--- src/rtl/mb_seq.sv ---
// MB word-buffer sequencer: memory fill, writeback drain and single-word EBOX/channel loads.
// Define MB_SEQ_RR_EN for round-robin EBOX/channel arbitration; the default is fixed priority.
module mb_seq (
    input  logic       clk,
    input  logic       rst_n,
    input  logic       fill_req,
    input  logic       wb_req,
    input  logic       ebox_req,
    input  logic [1:0] ebox_word,
    input  logic       chan_req,
    input  logic [1:0] chan_word,
    input  logic       mem_word_valid,
    input  logic [1:0] mem_word_num,
    input  logic       mem_nxm,
    input  logic       mem_wr_ack,
    output logic       ebox_ack,
    output logic       chan_ack,
    output logic [3:0] mb_load,
    output logic [2:0] mb_in_sel,
    output logic [1:0] mb_sel,
    output logic       mb_sel_hold,
    output logic       mem_wr_valid,
    output logic       fill_done,
    output logic       wb_done,
    output logic       nxm_err,
    output logic       busy,
    output logic [3:0] word_valid
);

    typedef enum logic [1:0] {
        IDLE  = 2'd0,
        FILL  = 2'd1,
        DRAIN = 2'd2,
        LOAD  = 2'd3
    } state_t;

    state_t     state_reg, state_next;
    logic [3:0] word_valid_reg, word_valid_next;
    logic [1:0] mb_sel_reg, mb_sel_next;
    logic [1:0] load_word_reg, load_word_next;
    logic       load_chan_reg, load_chan_next;
    logic       fill_done_reg, fill_done_next;
    logic       wb_done_reg, wb_done_next;
    logic       nxm_err_reg, nxm_err_next;
    logic       grant_ebox, grant_chan;
    logic       arb_grant;

    // A single-word load is only granted when nothing with higher priority is asking.
    assign arb_grant = (state_reg == IDLE) && !wb_req && !fill_req && (ebox_req || chan_req);

`ifdef MB_SEQ_RR_EN
    logic last_ebox_reg;

    // On a tie the requester granted last time yields; reset leaves EBOX favoured.
    assign grant_ebox = ebox_req && (!chan_req || !last_ebox_reg);
    assign grant_chan = chan_req && !grant_ebox;

    always_ff @(posedge clk or negedge rst_n) begin
        if (!rst_n) begin
            last_ebox_reg <= 1'b0;
        end else if (arb_grant) begin
            last_ebox_reg <= grant_ebox;
        end
    end
`else
    assign grant_ebox = ebox_req;
    assign grant_chan = chan_req && !ebox_req;
`endif

    always_ff @(posedge clk or negedge rst_n) begin
        if (!rst_n) begin
            state_reg      <= IDLE;
            word_valid_reg <= 4'b0000;
            mb_sel_reg     <= 2'd0;
            load_word_reg  <= 2'd0;
            load_chan_reg  <= 1'b0;
            fill_done_reg  <= 1'b0;
            wb_done_reg    <= 1'b0;
            nxm_err_reg    <= 1'b0;
        end else begin
            state_reg      <= state_next;
            word_valid_reg <= word_valid_next;
            mb_sel_reg     <= mb_sel_next;
            load_word_reg  <= load_word_next;
            load_chan_reg  <= load_chan_next;
            fill_done_reg  <= fill_done_next;
            wb_done_reg    <= wb_done_next;
            nxm_err_reg    <= nxm_err_next;
        end
    end

    always_comb begin
        state_next      = state_reg;
        word_valid_next = word_valid_reg;
        mb_sel_next     = mb_sel_reg;
        load_word_next  = load_word_reg;
        load_chan_next  = load_chan_reg;
        fill_done_next  = 1'b0;
        wb_done_next    = 1'b0;
        nxm_err_next    = 1'b0;
        mb_load         = 4'b0000;
        mb_in_sel       = 3'b000;
        mb_sel_hold     = 1'b1;
        mem_wr_valid    = 1'b0;
        ebox_ack        = 1'b0;
        chan_ack        = 1'b0;

        case (state_reg)
            IDLE: begin
                if (wb_req) begin
                    state_next  = DRAIN;
                    mb_sel_next = 2'd0;
                end else if (fill_req) begin
                    state_next      = FILL;
                    word_valid_next = 4'b0000;
                end else if (grant_ebox) begin
                    state_next     = LOAD;
                    load_word_next = ebox_word;
                    load_chan_next = 1'b0;
                end else if (grant_chan) begin
                    state_next     = LOAD;
                    load_word_next = chan_word;
                    load_chan_next = 1'b1;
                end
            end
            FILL: begin
                mb_in_sel = 3'b100;
                if (mem_nxm) begin
                    // Abort: the word on the bus is not trusted, so nothing is loaded.
                    state_next      = IDLE;
                    word_valid_next = 4'b0000;
                    nxm_err_next    = 1'b1;
                end else if (mem_word_valid) begin
                    mb_load         = 4'b0001 << mem_word_num;
                    word_valid_next = word_valid_reg | mb_load;
                    if (word_valid_next == 4'b1111) begin
                        state_next     = IDLE;
                        fill_done_next = 1'b1;
                    end
                end
            end
            DRAIN: begin
                mem_wr_valid = 1'b1;
                mb_sel_hold  = 1'b0;
                if (mem_wr_ack) begin
                    mb_sel_next = mb_sel_reg + 2'd1;
                    if (mb_sel_reg == 2'd3) begin
                        state_next   = IDLE;
                        wb_done_next = 1'b1;
                    end
                end
            end
            LOAD: begin
                state_next = IDLE;
                // A requester that dropped its request before the ack has withdrawn it.
                if (load_chan_reg) begin
                    mb_in_sel = 3'b011;
                    if (chan_req) begin
                        mb_load  = 4'b0001 << load_word_reg;
                        chan_ack = 1'b1;
                    end
                end else begin
                    mb_in_sel = 3'b010;
                    if (ebox_req) begin
                        mb_load  = 4'b0001 << load_word_reg;
                        ebox_ack = 1'b1;
                    end
                end
            end
            default: state_next = IDLE;
        endcase
    end

    assign mb_sel     = mb_sel_reg;
    assign word_valid = word_valid_reg;
    assign busy       = (state_reg != IDLE);
    assign fill_done  = fill_done_reg;
    assign wb_done    = wb_done_reg;
    assign nxm_err    = nxm_err_reg;

endmodule
--- config.mk ---
export PLATFORM = sky130hd
export DESIGN_NAME = mb_seq
export DESIGN_NICKNAME = d
export VERILOG_FILES = /design/src/rtl/mb_seq.sv
export SDC_FILE = /design/constraint.sdc
export NUM_CORES = 1
export LEC_CHECK = 0
export ABC_AREA = 1
export CORE_MARGIN = 2
export CORE_UTILIZATION = 36
export DETAILED_ROUTE_END_ITERATION = 7
export HOLD_SLACK_MARGIN = 0.05
export PLACE_DENSITY = 0.77
export RECOVER_POWER = 25
export SLEW_MARGIN = 15
export SYNTH_ARGS = -nofsm -noshare
export SYNTH_HDL_FRONTEND = slang
export SYNTH_SLANG_ARGS = --single-unit
--- constraint.sdc ---
create_clock -name clk -period 1.2 [get_ports clk]
set_input_delay 0.24 -clock clk [delete_from_list [all_inputs] [get_ports clk]]
set_output_delay 0.24 -clock clk [all_outputs]
set_load 0.005 [all_outputs]
==> metrics <==
Seq cells post-synth=14; # rows=17; Max Freq=598 MHz; post-synth top area share=0.438; chip width=51.2 um; final setup fails=23; Least-Margin Pin Slew=0.811 ns; Data arrival, critical path=1.43 ns; power consumption=3.04 mW; H-tree Lvls=1; cell family with most CP delay=flip-flops; CTS tree=built; Clock Root Buffer=clkbuf_4; Post-synth EDFFs=0; initial antenna violation count=0; Final WS setup=-0.471 ns; register area share after synthesis=0.438; drt wl/cell=13.4 um; leakage power=0.887 nW; Post-Syn Instances=114; placed cell areas=1400 um2; die span in y=51.2 um; post-DP HPWL=1900 um; Final Skew=0.00921 ns; Synth area leader=dfrtp_1; Initial Util=0.373; CP Max Fanout=4; max reg flops=4; fin area=1660 um2; vias post-DR=1079; Setup crit end kind=output pin; gpl congestion=0.803; nets=211; share of cells above drive strength 1=0.482; Max Cap Viol=0; Synth Area per Inst=7.02 um2; Final Hold Fails=0; setup TNS=-6.57 ns; Die ar.=2620 um2; CP cell instances=buf_6 -> nor2_4 -> nand2_4 -> o32ai_2 -> buf_2; VDD IR max=0.00122 V; top-count cell post-synth=nand2_1; min cycle time layout=1.67 ns; Crit Path Category=reg2out; Synth area leaders=dfrtp_1, nand2_1, inv_1; Worst Setup Start Kind=flip-flop; # diodes=0; Ys Warns=0; Post-CTS Hold Buffers=0; TritonCTS Sinks=14; final antenna-violating net count=0; largest net degree at the start of global routing=15; fin. max-slew vios=0; hold slack=0.464 ns; slowest cell on the critical path=dfrtp_1; CTS Buffer Depth=2; area grow syn2layout=107%; CTS Buf Count=3; GRT Util Overall=0.235; detailed-route vias per instance=4.88; prevailing post-synth register cell=dfrtp_1; Detailed Route Iter0 Violations=22; Slew Limit Headroom=0.459; RSZ-0062 raised after global routing=true; PD cells=1840 nW/um2; number of global-route vias before repair=1116; final wirelength=2970 um; I/O pin cnt=36; drt drc=0; 1st-pass router iterations=4; Post-Syn Nets=130; Overflow after GRT=0; CP max stage delay=0.42 ns; Tightest Hold Check Type=in2async; synthesized cell area=801 um2; failing checks=negative setup slack; Reg clk slew, reported paths=0.09 ns; worst skew pair latency=0.30 ns; PortBufs=35; FFs w/ async S/R, synth=1.00; status=complete, but fails checks; Synth top cells by count=nand2_1, inv_1, nor2_1, dfrtp_1, o21ai_0; critical path data required time=0.96 ns; Core Util, Final=0.771; Placeable Area=2150 um2; Final Cycle Share=1.39; first-pass GRT wire length=4480 um; post-synth cell types=15; WP buf/inv=2
-- stage by stage --
stage | std cells | setup WS (ns)
global route | 221 | -0.497
global placement | 206 | -0.791
detailed placement | 206 | -0.894
CTS | 220 | -0.412
finish | 221 | -0.471
floorplan | 114 | 0.000595
-- routing by layer --
layer | vias to the layer above | wire length [um] | track usage
met4 | 0 | 106 | 0.171
met2 | 31 | 1660 | 0.452
met3 | 9 | 97 | 0.0205
met5 | - | 0 | 0
li1 | 523 | - | -
met1 | 516 | 1100 | 0.231
-- cell type report --
cell class              count  area (um2)
repair buffers             76         628
fillers                   140         492
inverters                  22        87.6
clock buffers               3        22.5
well taps                  28        35.0
multi-input cells          78         533
flip-flops and latches     14         350
-- where the power goes --
group	switching, mW	internal [mW]	leakage, nW
Combinational	1.01	1.05	0.688
Clock	0.166	0.117	0.0138
Sequential	0.102	0.601	0.185
Total	1.27	1.77	0.887
-- final timing paths --
path	start	to	slack [ns]	depth (start not counted)
max	state_reg[1]$_DFFE_PN0P_	mb_load[1]	-0.47	5
min	rst_n	state_reg[0]$_DFFE_PN0P_	0.46	2
max reg2reg	state_reg[1]$_DFFE_PN0P_	word_valid[0]$_DFFE_PN0P_	-0.25	10
min reg2reg	mb_sel[1]$_DFFE_PN0P_	mb_sel[1]$_DFFE_PN0P_	0.55	2
max in group asynchronous	rst_n	load_chan_reg$_DFFE_PN0P_	0.23	2
min in group clk	ebox_req	load_chan_reg$_DFFE_PN0P_	0.52	5
-- worst register-to-register path: cells and delay by family, from the launching register on --
family / cells / cell delay (ns)
AO/OA/AOI/OAI: 1 / 0.06
buffers and inverters: 5 / 0.55
flip-flops: 1 / 0.42
AND/OR/NAND/NOR: 4 / 0.30
-- placed cells by master, fill, tap and decap left out --
cell type        Yosys  final
clkdlybuf4s15_1      0      3
nand2_2              0      6
nand3_2              0      4
nand2_1             31     22
o31ai_1              3      1
or2_4                0      1
dlygate4sd2_1        0      9
buf_2                0      9
dfrtp_1             14     14
clkbuf_4             0      3
o32ai_2              0      3
nor3_2               0      1
nor2_4               1      5
inv_1               22     13
o31ai_2              0      2
o22ai_1              1      1
dlymetal6s2s_1       0      2
clkdlybuf4s50_1      0     11
o21ai_1              0      4
a21oi_1              1      1
nand3_1              6      2
buf_4                0     32
o21ai_4              0      1
ha_1                 1      1
o21ai_2              0      4
clkbuf_2             0      1
buf_6                0      8
nand2_4              0      3
o21ai_0             10      1
inv_2                0      7
clkbuf_1             0      1
inv_4                0      2
nor3_4               0      1
o211ai_1             1      1
nor2_1              17     13
-- timing repair --
action,4_1_cts,5_1_grt
pin swaps,14,8
hold endpoints to repair,0,0
setup endpoints to repair,33,27
gates resized for setup,98,25
setup buffers,11,3
-- logic make-up (layout without fill, tap and decap cells) --
family	Yosys count	count (layout)	share of synthesized area
AO/OA/AOI/OAI	19	19	0.147
adder cells (fa/ha/maj)	1	1	0.0156
buffers and inverters	22	101	0.103
flip-flops	14	14	0.438
AND/OR/NAND/NOR	58	58	0.297
No activity file was read; power rests on OpenSTA's default activity.
